## src/rtl/cam_capture_ctrl.sv

```systemverilog
// cam_capture_ctrl: captures an OV7670-style camera byte stream into a linear
// frame buffer. The camera pins are sampled as data in the clk domain. Byte
// pairs are packed into RGB444 pixels and written out with one-cycle strobes.
// Build option: define CAP_TESTPAT_EN to add the cap_tp colour-bar input.
//
// state     | meaning
// S_IDLE    | not capturing, waiting for cap_start
// S_WAIT_VS | armed, waiting for a vsync falling edge (frame start)
// S_ACTIVE  | capturing lines until the vsync rising edge (frame end)
module cam_capture_ctrl #(
  parameter int IMG_W = 160,
  parameter int IMG_H = 120,
  parameter int AW    = 15
) (
  input  logic          clk,
  input  logic          rst,
  input  logic          CAM_pclk,
  input  logic          CAM_vsync,
  input  logic          CAM_href,
  input  logic [7:0]    CAM_px_data,
  input  logic          cap_start,
  input  logic          cap_mode,
  input  logic          cap_abort,
`ifdef CAP_TESTPAT_EN
  input  logic          cap_tp,
`endif
  output logic [AW-1:0] mem_px_addr,
  output logic [11:0]   mem_px_data,
  output logic          mem_px_wr,
  output logic          busy,
  output logic          frame_done,
  output logic          frame_err
);

  localparam int CW = $clog2(IMG_W + 1);
  localparam int LW = $clog2(IMG_H + 1);
  localparam int NW = $clog2(IMG_W * IMG_H + 1);
`ifdef CAP_TESTPAT_EN
  localparam int BAR_W = (IMG_W / 8 > 0) ? IMG_W / 8 : 1;
`endif

  typedef enum logic [1:0] {S_IDLE, S_WAIT_VS, S_ACTIVE} state_t;

  logic [2:0]    pclk_s_q, vs_s_q, href_s_q;
  logic [7:0]    data_s1_q, data_s2_q;
  state_t        state_q, state_d;
  logic          mode_q, mode_d;
  logic          phase_q, phase_d;
  logic          seen_q, seen_d;
  logic [3:0]    red_q, red_d;
  logic [CW-1:0] col_q, col_d;
  logic [LW-1:0] line_q, line_d;
  logic [NW-1:0] wcnt_q, wcnt_d;
  logic          err_q, err_d;
  logic          wr_q, wr_d;
  logic          done_q, done_d;
  logic [AW-1:0] addr_q, addr_d;
  logic [11:0]   data_q, data_d;
  logic [11:0]   pix_new;
`ifdef CAP_TESTPAT_EN
  logic [2:0]    bar_idx;
`endif

  logic pe, href_s, vs_rise, vs_fall, href_fall;

  assign pe        = pclk_s_q[1] & ~pclk_s_q[2];
  assign href_s    = href_s_q[1];
  assign vs_rise   = vs_s_q[1] & ~vs_s_q[2];
  assign vs_fall   = ~vs_s_q[1] & vs_s_q[2];
  assign href_fall = ~href_s_q[1] & href_s_q[2];

  // Two-flop synchronisers for every camera pin, plus one history stage for edge detection.
  always_ff @(posedge clk or posedge rst) begin
    if (rst) begin
      pclk_s_q  <= '0;
      vs_s_q    <= '0;
      href_s_q  <= '0;
      data_s1_q <= '0;
      data_s2_q <= '0;
    end else begin
      pclk_s_q  <= {pclk_s_q[1:0], CAM_pclk};
      vs_s_q    <= {vs_s_q[1:0], CAM_vsync};
      href_s_q  <= {href_s_q[1:0], CAM_href};
      data_s1_q <= CAM_px_data;
      data_s2_q <= data_s1_q;
    end
  end

  // Next-state logic: frame sequencing, byte packing, line accounting, and error flags.
  always_comb begin
    state_d = state_q;
    mode_d  = mode_q;
    phase_d = phase_q;
    seen_d  = seen_q;
    red_d   = red_q;
    col_d   = col_q;
    line_d  = line_q;
    wcnt_d  = wcnt_q;
    err_d   = err_q;
    addr_d  = addr_q;
    data_d  = data_q;
    wr_d    = 1'b0;
    done_d  = 1'b0;
`ifdef CAP_TESTPAT_EN
    bar_idx = 3'(32'(col_q) / BAR_W);
    pix_new = cap_tp ? {{4{bar_idx[2]}}, {4{bar_idx[1]}}, {4{bar_idx[0]}}}
                     : {red_q, data_s2_q};
`else
    pix_new = {red_q, data_s2_q};
`endif

    unique case (state_q)
      S_IDLE: begin
        if (cap_start) begin
          state_d = S_WAIT_VS;
          mode_d  = cap_mode;
          err_d   = 1'b0;
        end
      end
      S_WAIT_VS: begin
        if (vs_fall) begin
          state_d = S_ACTIVE;
          col_d   = '0;
          line_d  = '0;
          phase_d = 1'b0;
          seen_d  = 1'b0;
          wcnt_d  = '0;
          addr_d  = '0;
        end
      end
      S_ACTIVE: begin
        if (!href_s) begin
          phase_d = 1'b0;
        end else if (pe) begin
          seen_d  = 1'b1;
          phase_d = ~phase_q;
          if (!phase_q) begin
            red_d = data_s2_q[3:0];
          end else if (col_q >= CW'(IMG_W) || line_q >= LW'(IMG_H)) begin
            // Out-of-frame pixel: dropped. col/line saturate so the frame stays flagged.
            err_d = 1'b1;
          end else begin
            wr_d   = 1'b1;
            addr_d = AW'(32'(line_q) * IMG_W + 32'(col_q));
            data_d = pix_new;
            col_d  = col_q + 1'b1;
            wcnt_d = wcnt_q + 1'b1;
          end
        end
        if (href_fall && seen_q) begin
          if (phase_q || col_q < CW'(IMG_W)) err_d = 1'b1;
          col_d  = '0;
          seen_d = 1'b0;
          if (line_q < LW'(IMG_H)) line_d = line_q + 1'b1;
        end
        // wcnt_d already includes a write landing in this same cycle.
        if (vs_rise) begin
          done_d  = 1'b1;
          if (wcnt_d != NW'(IMG_W * IMG_H)) err_d = 1'b1;
          state_d = mode_q ? S_WAIT_VS : S_IDLE;
        end
      end
      default: state_d = S_IDLE;
    endcase

    if (cap_abort) begin
      state_d = S_IDLE;
      wr_d    = 1'b0;
      done_d  = 1'b0;
    end
  end

  // State and output registers.
  always_ff @(posedge clk or posedge rst) begin
    if (rst) begin
      state_q <= S_IDLE;
      mode_q  <= 1'b0;
      phase_q <= 1'b0;
      seen_q  <= 1'b0;
      red_q   <= '0;
      col_q   <= '0;
      line_q  <= '0;
      wcnt_q  <= '0;
      err_q   <= 1'b0;
      wr_q    <= 1'b0;
      done_q  <= 1'b0;
      addr_q  <= '0;
      data_q  <= '0;
    end else begin
      state_q <= state_d;
      mode_q  <= mode_d;
      phase_q <= phase_d;
      seen_q  <= seen_d;
      red_q   <= red_d;
      col_q   <= col_d;
      line_q  <= line_d;
      wcnt_q  <= wcnt_d;
      err_q   <= err_d;
      wr_q    <= wr_d;
      done_q  <= done_d;
      addr_q  <= addr_d;
      data_q  <= data_d;
    end
  end

  assign mem_px_addr = addr_q;
  assign mem_px_data = data_q;
  assign mem_px_wr   = wr_q;
  assign frame_done  = done_q;
  assign frame_err   = err_q;
  assign busy        = (state_q != S_IDLE);

endmodule

```

## config.mk

```make
export PLATFORM = sky130hd
export DESIGN_NAME = cam_capture_ctrl
export DESIGN_NICKNAME = d
export VERILOG_FILES = /design/src/rtl/cam_capture_ctrl.sv
export SDC_FILE = /design/constraint.sdc
export NUM_CORES = 1
export LEC_CHECK = 0
export ABC_AREA = 1
export BUFFER_PORTS_ARGS = -buffer_cell sky130_fd_sc_hd__buf_2
export CAP_MARGIN = 20
export CORE_MARGIN = 4
export CORE_UTILIZATION = 63
export CTS_CLUSTER_SIZE = 14
export DETAILED_ROUTE_END_ITERATION = 7
export GPL_TIMING_DRIVEN = 0
export PLACE_DENSITY = 0.8
export SLEW_MARGIN = 20
export SYNTH_ARGS = -nofsm -noshare
export SYNTH_HDL_FRONTEND = slang
export SYNTH_SLANG_ARGS = --single-unit
export TNS_END_PERCENT = 50
```

## constraint.sdc

```tcl
create_clock -name clk -period 6.6 [get_ports clk]
set_input_delay 1.32 -clock clk [delete_from_list [all_inputs] [get_ports clk]]
set_output_delay 1.32 -clock clk [all_outputs]
set_load 0.02 [all_outputs]
```

**Word level (Yosys, flattened, before mapping)**

Index checks and enable logic that the tools add are counted.

- Word-level logic and storage cells: 130
- Output and inout bits: 31
- Register bits after elaboration: 94
- Input port bits: 16

- Equal/unequal tests: 19
- Multiply operators: 1
- Magnitude comparators: 4
- Multiplexer cells: 56
- Add/sub/neg operators: 4
- Bitwise gates (word level): 10
- Reduce and logical (&&, ||, !) cells: 18

Operator list:

| operator | count |
|---|---|
| $mux W15 | 10 |
| $pmux W15 S2 | 2 |
| $mux W8 | 6 |
| $mux W1 | 25 |
| $ne A3 B3 Y1 const B | 8 |
| $mux W7 | 3 |
| $ne A2 B2 Y1 const B | 8 |
| $pmux W8 S2 | 1 |
| $add A15 B1 Y15 const B | 1 |
| $add A15 B8 Y15 | 1 |
| $ne A15 B15 Y1 const B | 1 |
| $pmux W7 S2 | 1 |
| $reduce_and A4 Y1 | 3 |
| $reduce_and A6 Y1 | 2 |
| $mul A7 B3 Y10 const B | 1 |
| $add A8 B1 Y8 const B | 1 |
| $ge A8 B8 Y1 const B | 1 |
| $lt A8 B8 Y1 const B | 1 |
| $mux W2 | 4 |
| $add A7 B1 Y7 const B | 1 |
| $ge A7 B7 Y1 const B | 1 |
| $lt A7 B7 Y1 const B | 1 |
| $not A1 Y1 | 6 |
| $pmux W1 S2 | 3 |
| 11 further kinds | 20 |

**Depth between registers and ports, before layout**

Gate-level depths: netlist of run 1.

- Depth after elaboration: 11
- Gate-level depth with buffers: 14
- Gate-level depth less buffers: 14

**Worst setup path after synthesis of run 1**

No wires, ideal clock.

- Path type: reg2reg
- Start: reg line_q[1]
- End: reg addr_q[13], in the netlist mem_px_addr[13]
- Arrival: 2.098 ns
- Library setup time: 0.120 ns
- Stages on the path, launching flop included: 12
- Required time: 6.480 ns
- Path slack: 4.382 ns
- Cell sequence: dfrtp_1 -> ha_1 -> ha_1 -> inv_1 -> fa_1 -> o31ai_1 -> xor2_1 -> inv_1 -> nand2_1 -> a21oi_1 -> o21ai_1 -> nand2_1

- Longest elaborated chain between the ends: 7
- Elaborated cells on any way between the ends: 11

RTL lines:

| what | RTL line | text |
|---|---|---|
| from (decl) | 52 | `logic [LW-1:0] line_q, line_d;` |
| from (signal assigned) | 196 | `line_q <= line_d;` |
| $mul A7 B3 Y10 | 144 | `addr_d = AW'(32'(line_q) * IMG_W + 32'(col_q));` |
| $add A15 B8 Y15 | 144 |  |
| $mux W15 | 139 | `end else if (col_q >= CW'(IMG_W) \|\| line_q >= LW'(IMG_H)) begin` |
| $mux W15 | 137 | `if (!phase_q) begin` |
| $mux W15 | 134 | `end else if (pe) begin` |
| $mux W15 | 132 | `if (!href_s) begin` |
| $pmux W15 S2 | 112 | `unique case (state_q)` |
| to (signal assigned) | 201 | `addr_q <= addr_d;` |
| to (decl) | 57 | `logic [AW-1:0] addr_q, addr_d;` |

Several ways; a longest one is shown, not always the timed one. The select of a mux whose other input is x is not followed.
A chain may end at the register's enable or synchronous reset.

**Worst setup path in the final report of run 1**

- Start: reg state_q[0]
- End: out busy

- Longest elaborated chain between the ends: 1

RTL lines:

| what | RTL line | text |
|---|---|---|
| from (decl) | 46 | `state_t state_q, state_d;` |
| from (signal assigned) | 190 | `state_q <= state_d;` |
| $reduce_bool A2 Y1 | 211 | `assign busy = (state_q != S_IDLE);` |
| to (decl) | 30 | `output logic busy,` |

No other way between the ends.

==> impl_metrics.prom, run 1 <==
# TYPE chip_impl_metric gauge
chip_impl_info{name="outcome",value="finished, final reports clean"} 1
chip_impl_metric{name="global_route_wire_length_before_repair",unit="um"} 17770
chip_impl_metric{name="report.final.setup_viol",unit=""} 0
chip_impl_info{name="worst_setup_path_start_kind",value="flop"} 1
chip_impl_info{name="cp_slowest_cell",value="dfrtp_1"} 1
chip_impl_metric{name="cp_data_arrival_time",unit="ns"} 1.18
chip_impl_metric{name="period_needed",unit="ns"} 2.504
chip_impl_info{name="rsz0062_at_grt",value="false"} 1
chip_impl_metric{name="syn_avg_cell_area",unit="um2"} 8.677
chip_impl_metric{name="post-cts-setup-buffer-count",unit=""} 0
chip_impl_metric{name="drv_cap",unit=""} 0
chip_impl_metric{name="antenna_cells",unit=""} 0
chip_impl_metric{name="yosysWarnings",unit=""} 0
chip_impl_metric{name="die-height",unit="um"} 94.08
chip_impl_metric{name="tns",unit="ns"} 0
chip_impl_metric{name="layout_worst_path_cycle_share",unit="%"} 37.94
chip_impl_metric{name="ios",unit=""} 47
chip_impl_metric{name="dp_hpwl",unit="um"} 7239
chip_impl_metric{name="finalHoldViolations",unit=""} 0
chip_impl_info{name="synth_top_cell_by_area",value="dfrtp_1"} 1
chip_impl_metric{name="gr-usage-all-layers",unit="%"} 25.78
chip_impl_metric{name="die_width",unit="um"} 94.08
chip_impl_metric{name="grt_start_max_net_pins",unit=""} 52
chip_impl_metric{name="critical_path_peak_fanout",unit=""} 3
chip_impl_metric{name="whs_path_depth",unit=""} 0
chip_impl_metric{name="worst_path_required",unit="ns"} 5.28
chip_impl_metric{name="r2r_slack",unit="ns"} 4.16
chip_impl_metric{name="synth-edff-count",unit=""} 0
chip_impl_metric{name="routed_wl",unit="um"} 10190
chip_impl_info{name="synth.area.top_cells",value="dfrtp_1, nand2_1, inv_1"} 1
chip_impl_metric{name="wire_per_inst",unit="um"} 14.55
chip_impl_info{name="timing.setup.critical_path_class",value="flop to output pin"} 1
chip_impl_info{name="cell_by_cell_trace_of_the_critical_path",value="nor2_1 -> inv_1 -> buf_2"} 1
chip_impl_metric{name="post_synth_inst_count",unit=""} 538
chip_impl_info{name="cts_tree",value="built"} 1
chip_impl_metric{name="synthesis.area",unit="um2"} 4668
chip_impl_metric{name="drt_iter0_drc",unit=""} 304
chip_impl_metric{name="fp.coreArea",unit="um2"} 7214
chip_impl_info{name="synth_most_common_cell",value="nand2_1"} 1
chip_impl_metric{name="clock-skew-final",unit="ns"} 0.01006
chip_impl_metric{name="postSynthRegisterBits",unit=""} 94
chip_impl_metric{name="post_cts_resize_count",unit=""} 0
chip_impl_metric{name="placement_rows",unit=""} 31
chip_impl_info{name="min_path_type",value="flop to flop"} 1
chip_impl_metric{name="timing.fmax",unit="MHz"} 399.4
chip_impl_metric{name="gr-total-overflow",unit=""} 0
chip_impl_metric{name="p_per_area",unit="nW/um2"} 256.2
chip_impl_metric{name="antenna_left",unit=""} 0
chip_impl_metric{name="first_global_vias",unit=""} 3828
chip_impl_metric{name="number_of_drc_violations_after_detailed_routing",unit=""} 0
chip_impl_metric{name="final-max-slew-violation-count",unit=""} 0
chip_impl_metric{name="nNetsFinal",unit=""} 632
chip_impl_metric{name="finish.instance_area",unit="um2"} 5250
chip_impl_metric{name="start_util",unit="%"} 64.71
chip_impl_metric{name="worst_skew_pair.late_latency",unit="ns"} 0.37
chip_impl_metric{name="cpPeakStageDelay",unit="ns"} 0.44
chip_impl_metric{name="rr_worst_depth",unit=""} 11
chip_impl_metric{name="ys_types",unit=""} 46
chip_impl_info{name="critical_path.endpoint_type",value="output pin"} 1
chip_impl_metric{name="numCtsBuffers",unit=""} 9
chip_impl_metric{name="floorplan.die_area",unit="um2"} 8851
chip_impl_metric{name="postSynth.asyncResetShare",unit="%"} 100.0
chip_impl_metric{name="first_pass_iters",unit=""} 6
chip_impl_metric{name="power_leakage",unit="uW"} 0.002631
chip_impl_metric{name="ir_worst_vdd",unit="mV"} 0.1709
chip_impl_metric{name="seq_total_area_yosys",unit="%"} 50.39
chip_impl_metric{name="gp_routability_congestion",unit=""} 0.9110
chip_impl_metric{name="cts_hold_repair.buffers",unit=""} 0
chip_impl_metric{name="worstMarginPinSlew",unit="ns"} 0.5815
chip_impl_metric{name="route.detailed.vias_per_inst",unit=""} 5.557
chip_impl_metric{name="relSlewSlack",unit="%"} 61.23
chip_impl_metric{name="cts_max_level",unit=""} 3
chip_impl_metric{name="port_buffers",unit=""} 46
chip_impl_metric{name="cts.path.max_buffers",unit=""} 2
chip_impl_metric{name="synth_top_cell_area_share",unit="%"} 50.39
chip_impl_metric{name="clkTransAtPathRegs",unit="ns"} 0.09
chip_impl_metric{name="synth_to_layout_area_growth",unit="%"} 12.46
chip_impl_info{name="synth_top_flop_cell",value="dfrtp_1"} 1
chip_impl_metric{name="antenna_violations_before_repair",unit=""} 0
chip_impl_metric{name="post_dp_cell_area",unit="um2"} 5052
chip_impl_metric{name="cts_sinks",unit=""} 94
chip_impl_metric{name="via_count",unit=""} 3890
chip_impl_metric{name="post_route_cells_drive_above_1_share",unit="%"} 16.31
chip_impl_info{name="netlist_top_cells_count",value="nand2_1, dfrtp_1, inv_1"} 1
chip_impl_info{name="clk_root_buffer_cell",value="clkbuf_8"} 1
chip_impl_metric{name="syn-num-nets",unit=""} 574
-- final timing paths --
path | to | from
worst max register to register | mem_px_addr[14] | line_q[1]
worst max-delay path | busy | state_q[0]
max in group asynchronous | href_s_q[0] | rst
worst min register to register | data_s2_q[6] | data_s1_q[6]
min in group asynchronous | data_s2_q[5] | rst
worst min-delay path | data_s2_q[6] | data_s1_q[6]
-- cell type report --
type | instances | area (um2)
Buffer | 11 | 57.56
Clock inverter | 6 | 70.07
Sequential cell | 94 | 2352
Timing Repair Buffer | 47 | 257.7
Fill cell | 594 | 1964
Tap cell | 99 | 123.9
Multi-Input combinational cell | 361 | 1986
Inverter | 72 | 275.3
Clock buffer | 10 | 127.6
-- power by group --
part           switching (uW)  internal, uW
combinational             201          85.1
clock                     211           177
sequential               39.8           632
total                     451           894
-- through the flow --
step	power (uW)	util [%]	hold slack (ns)	instances	worst slack, ns
2_1_floorplan	875.8	-	0.3312	538	2.831
3_3_place_gp	952.7	69.62	0.3322	683	1.847
3_5_place_dp	965.5	70.03	0.3347	684	4.208
4_1_cts	1350	72.77	0.3520	700	4.085
5_1_grt	1417	72.77	0.3533	700	3.943
6_report	1345	72.77	0.3498	700	4.096
-- flip-flops by register name, summed over array words and instances, names as in the netlist, 2 cells and up --
name         cells
href_s_q         3
line_q           7
state_q          2
mem_px_data     12
red_q            4
col_q            8
mem_px_addr     15
wcnt_q          15
vs_s_q           3
data_s1_q        8
data_s2_q        8
pclk_s_q         3
-- cells in the final DEF (no fill, tap or decap), types with 7 or more instances in the layout --
master,instances
nand2_1,127
dfrtp_1,94
inv_1,65
nand3_1,48
buf_2,47
nor2_1,46
o21ai_0,31
ha_1,18
a21oi_1,12
o21ai_1,10
clkbuf_8,9
nand4_1,8
clkbuf_1,7
nor3_1,7
-- metal layers --
metal	track usage [%]	vias to the layer above	share of wire, %
met3	4.407	23	5.3
met2	42.05	126	48
met4	9.146	0	2.1
li1	-	1872	-
met1	34.88	1869	44
met5	0	-	0
-- worst max-delay path, delay by kind of cell, from the launching register on --
family        cells  cell delay [ns]
simple gates      1             0.16
buf+inv           2             0.23
flops             1             0.44
-- cell families after synthesis --
logic type               Yosys count  synth area share [%]
adder cells (fa/ha/maj)           20                 5.682
XOR/XNOR                           7                 1.313
buffers and inverters             83                 7.076
multiplexers                       1                0.2412
flip-flops                        94                 50.39
AO/OA/AOI/OAI                     77                 10.32
AND/OR/NAND/NOR                  256                 24.98
Power figures use the tool's default switching activity.
==> run 2: changes to the inputs <==
--- a/config.mk
+++ b/config.mk
@@ -9,11 +9,11 @@
 export BUFFER_PORTS_ARGS = -buffer_cell sky130_fd_sc_hd__buf_2
 export CAP_MARGIN = 20
 export CORE_MARGIN = 4
-export CORE_UTILIZATION = 63
+export CORE_UTILIZATION = 59
 export CTS_CLUSTER_SIZE = 14
 export DETAILED_ROUTE_END_ITERATION = 7
 export GPL_TIMING_DRIVEN = 0
-export PLACE_DENSITY = 0.8
+export PLACE_DENSITY = 0.76
 export SLEW_MARGIN = 20
 export SYNTH_ARGS = -nofsm -noshare
 export SYNTH_HDL_FRONTEND = slang
==> constraint.sdc (replaced) <==
create_clock -name clk -period 2.5 [get_ports clk]
set_input_delay 0.5 -clock clk [delete_from_list [all_inputs] [get_ports clk]]
set_output_delay 0.5 -clock clk [all_outputs]
set_load 0.02 [all_outputs]
==> impl_metrics.prom, run 2 (synthesis results as in run 1) <==
# TYPE chip_impl_metric gauge
chip_impl_info{name="outcome",value="finished, final reports clean"} 1
chip_impl_info{name="critical-path-top-cell-by-count",value="nand2_1"} 1
chip_impl_metric{name="worstMarginPinSlew",unit="ns"} 0.6072
chip_impl_metric{name="first_pass_iters",unit=""} 5
chip_impl_metric{name="die-height",unit="um"} 96.95
chip_impl_info{name="timing.setup.critical_path_class",value="flop to flop"} 1
chip_impl_metric{name="relSlewSlack",unit="%"} 59.52
chip_impl_metric{name="hold_ws",unit="ns"} 0.1668
chip_impl_metric{name="numCtsBuffers",unit=""} 9
chip_impl_metric{name="final-max-slew-violation-count",unit=""} 0
chip_impl_metric{name="cts_max_level",unit=""} 3
chip_impl_metric{name="post_route_cells_drive_above_1_share",unit="%"} 18.65
chip_impl_info{name="layout_common_cells",value="nand2_1, dfrtp_1, inv_1"} 1
chip_impl_metric{name="clock-skew-final",unit="ns"} 0.01429
chip_impl_info{name="cp_slowest_cell",value="dfrtp_2"} 1
chip_impl_metric{name="first_global_vias",unit=""} 3745
chip_impl_metric{name="cts.path.max_buffers",unit=""} 2
chip_impl_metric{name="sequential_cell_area",unit="um2"} 2356
chip_impl_metric{name="timing.fmax",unit="MHz"} 417.0
chip_impl_metric{name="number_of_drc_violations_after_detailed_routing",unit=""} 0
chip_impl_metric{name="antenna_left",unit=""} 0
chip_impl_metric{name="synth_to_layout_area_growth",unit="%"} 14.74
chip_impl_metric{name="finalHoldViolations",unit=""} 0
chip_impl_metric{name="ir_worst_vdd",unit="mV"} 0.3119
chip_impl_metric{name="p_per_area",unit="nW/um2"} 650.2
chip_impl_metric{name="multi_input_comb_area",unit="um2"} 2031
chip_impl_metric{name="critPathBufInv",unit=""} 2
chip_impl_metric{name="fp.coreArea",unit="um2"} 7727
chip_impl_metric{name="ios",unit=""} 47
chip_impl_metric{name="power_leakage",unit="uW"} 0.002661
chip_impl_info{name="timing.critical_path.max_delay_family",value="adder cells"} 1
chip_impl_metric{name="routed_wl",unit="um"} 10460
chip_impl_metric{name="cpPeakStageDelay",unit="ns"} 0.46
chip_impl_metric{name="worst_path_required",unit="ns"} 2.80
chip_impl_metric{name="clkTransAtPathRegs",unit="ns"} 0.10
chip_impl_metric{name="gr-usage-all-layers",unit="%"} 23.19
chip_impl_metric{name="nNetsFinal",unit=""} 637
chip_impl_metric{name="layout_worst_path_cycle_share",unit="%"} 95.91
chip_impl_metric{name="drv_cap",unit=""} 0
chip_impl_metric{name="via_count",unit=""} 3838
chip_impl_info{name="min_path_type",value="input port to asynchronous set/reset pin"} 1
chip_impl_metric{name="worst_skew_pair.late_latency",unit="ns"} 0.36
chip_impl_metric{name="route.detailed.vias_per_inst",unit=""} 5.421
chip_impl_info{name="clk_root_buffer_cell",value="clkbuf_8"} 1
chip_impl_metric{name="gr-total-overflow",unit=""} 0
chip_impl_metric{name="global_route_wire_length_before_repair",unit="um"} 17820
chip_impl_metric{name="port_buffers",unit=""} 46
chip_impl_metric{name="tns",unit="ns"} 0
chip_impl_metric{name="cts_sinks",unit=""} 94
chip_impl_metric{name="dp_hpwl",unit="um"} 7666
chip_impl_info{name="cell_by_cell_trace_of_the_critical_path",value="ha_1 -> ha_1 -> inv_1 -> fa_2 -> inv_2 -> nand2_1 -> nor3_2 -> nand2_1 -> a21oi_2 -> o21ai_1 -> nand2_1"} 1
chip_impl_metric{name="antenna_cells",unit=""} 0
chip_impl_metric{name="wire_per_inst",unit="um"} 14.77
chip_impl_metric{name="drt_iter0_drc",unit=""} 237
chip_impl_info{name="critical_path.endpoint_type",value="flop"} 1
chip_impl_metric{name="cp_data_arrival_time",unit="ns"} 2.69
chip_impl_metric{name="grt_start_max_net_pins",unit=""} 32
chip_impl_info{name="worst_setup_path_start_kind",value="flop"} 1
chip_impl_metric{name="filler_cell_count",unit=""} 606
chip_impl_metric{name="floorplan.die_area",unit="um2"} 9399
chip_impl_info{name="cts_tree",value="built"} 1
chip_impl_metric{name="placement_rows",unit=""} 32
chip_impl_metric{name="gp_routability_congestion",unit=""} 0.8368
chip_impl_info{name="final_common_cell",value="nand2_1"} 1
chip_impl_metric{name="critical_path_peak_fanout",unit=""} 5
chip_impl_metric{name="report.final.setup_viol",unit=""} 0
chip_impl_metric{name="start_util",unit="%"} 60.41
chip_impl_metric{name="die_width",unit="um"} 96.95
chip_impl_metric{name="period_needed",unit="ns"} 2.398
chip_impl_metric{name="antenna_violations_before_repair",unit=""} 0
-- run 2: final timing paths --
check	start	endpoint	slack [ns]	depth (start not counted)
max	line_q[3]	mem_px_addr[13]	0.10	11
min	rst	mem_px_data[6]	0.17	2
max reg2reg	line_q[3]	mem_px_addr[13]	0.10	11
min reg2reg	data_s1_q[7]	data_s2_q[7]	0.35	0
max in group asynchronous	rst	line_q[5]	1.60	4
min in group clk	CAM_px_data[0]	data_s1_q[0]	0.24	1
-- run 2: power breakdown --
group | leakage (uW) | switching, uW | internal, uW
logic | 0.00134 | 532 | 234
clock network | 0.0000854 | 560 | 378
registers | 0.00123 | 110 | 1670
-- run 2: per-stage QoR --
step | setup slack [ns] | total power [uW] | utilization [%] | cells | area (um2)
2_1_floorplan | 0.2815 | 2312 | - | 538 | 4672
4_1_cts | 0.03449 | 3505 | 68.46 | 705 | 5290
6_report | 0.1022 | 3483 | 69.32 | 708 | 5356
3_3_place_gp | 0.09094 | 2531 | 65.09 | 686 | 5030
3_5_place_dp | 0.04162 | 2572 | 66.06 | 689 | 5105
5_1_grt | -0.06230 | 3686 | 69.32 | 708 | 5356
-- run 2: cell type report --
| type | count | share of cell area, % |
|---|---|---|
| Buffer | 11 | 1.075 |
| Clock buffer | 10 | 2.383 |
| Multi-Input combinational cell | 361 | 37.91 |
| Timing Repair Buffer | 52 | 6.120 |
| Inverter | 72 | 5.162 |
| Clock inverter | 6 | 0.9811 |
| Sequential cell | 94 | 43.99 |
| Tap cell | 102 | 2.383 |
-- run 2: repair_timing --
item                       4_1_cts  5_1_grt
setup endpoints to repair        1        4
gates resized for setup          1       12
hold endpoints to repair         0        0
hold buffers                     0        0
pin swaps                        0        3
setup buffers                    0        3
-- run 2: layer usage --
layer,vias up,track usage [%],routed length [um],share of wire [%]
li1,1874,-,-,-
met1,1836,31.42,4549,44
met2,111,38.27,5250,50
met3,17,4.614,498,4.8
met4,0,6.263,158,1.5
met5,-,0,0,0
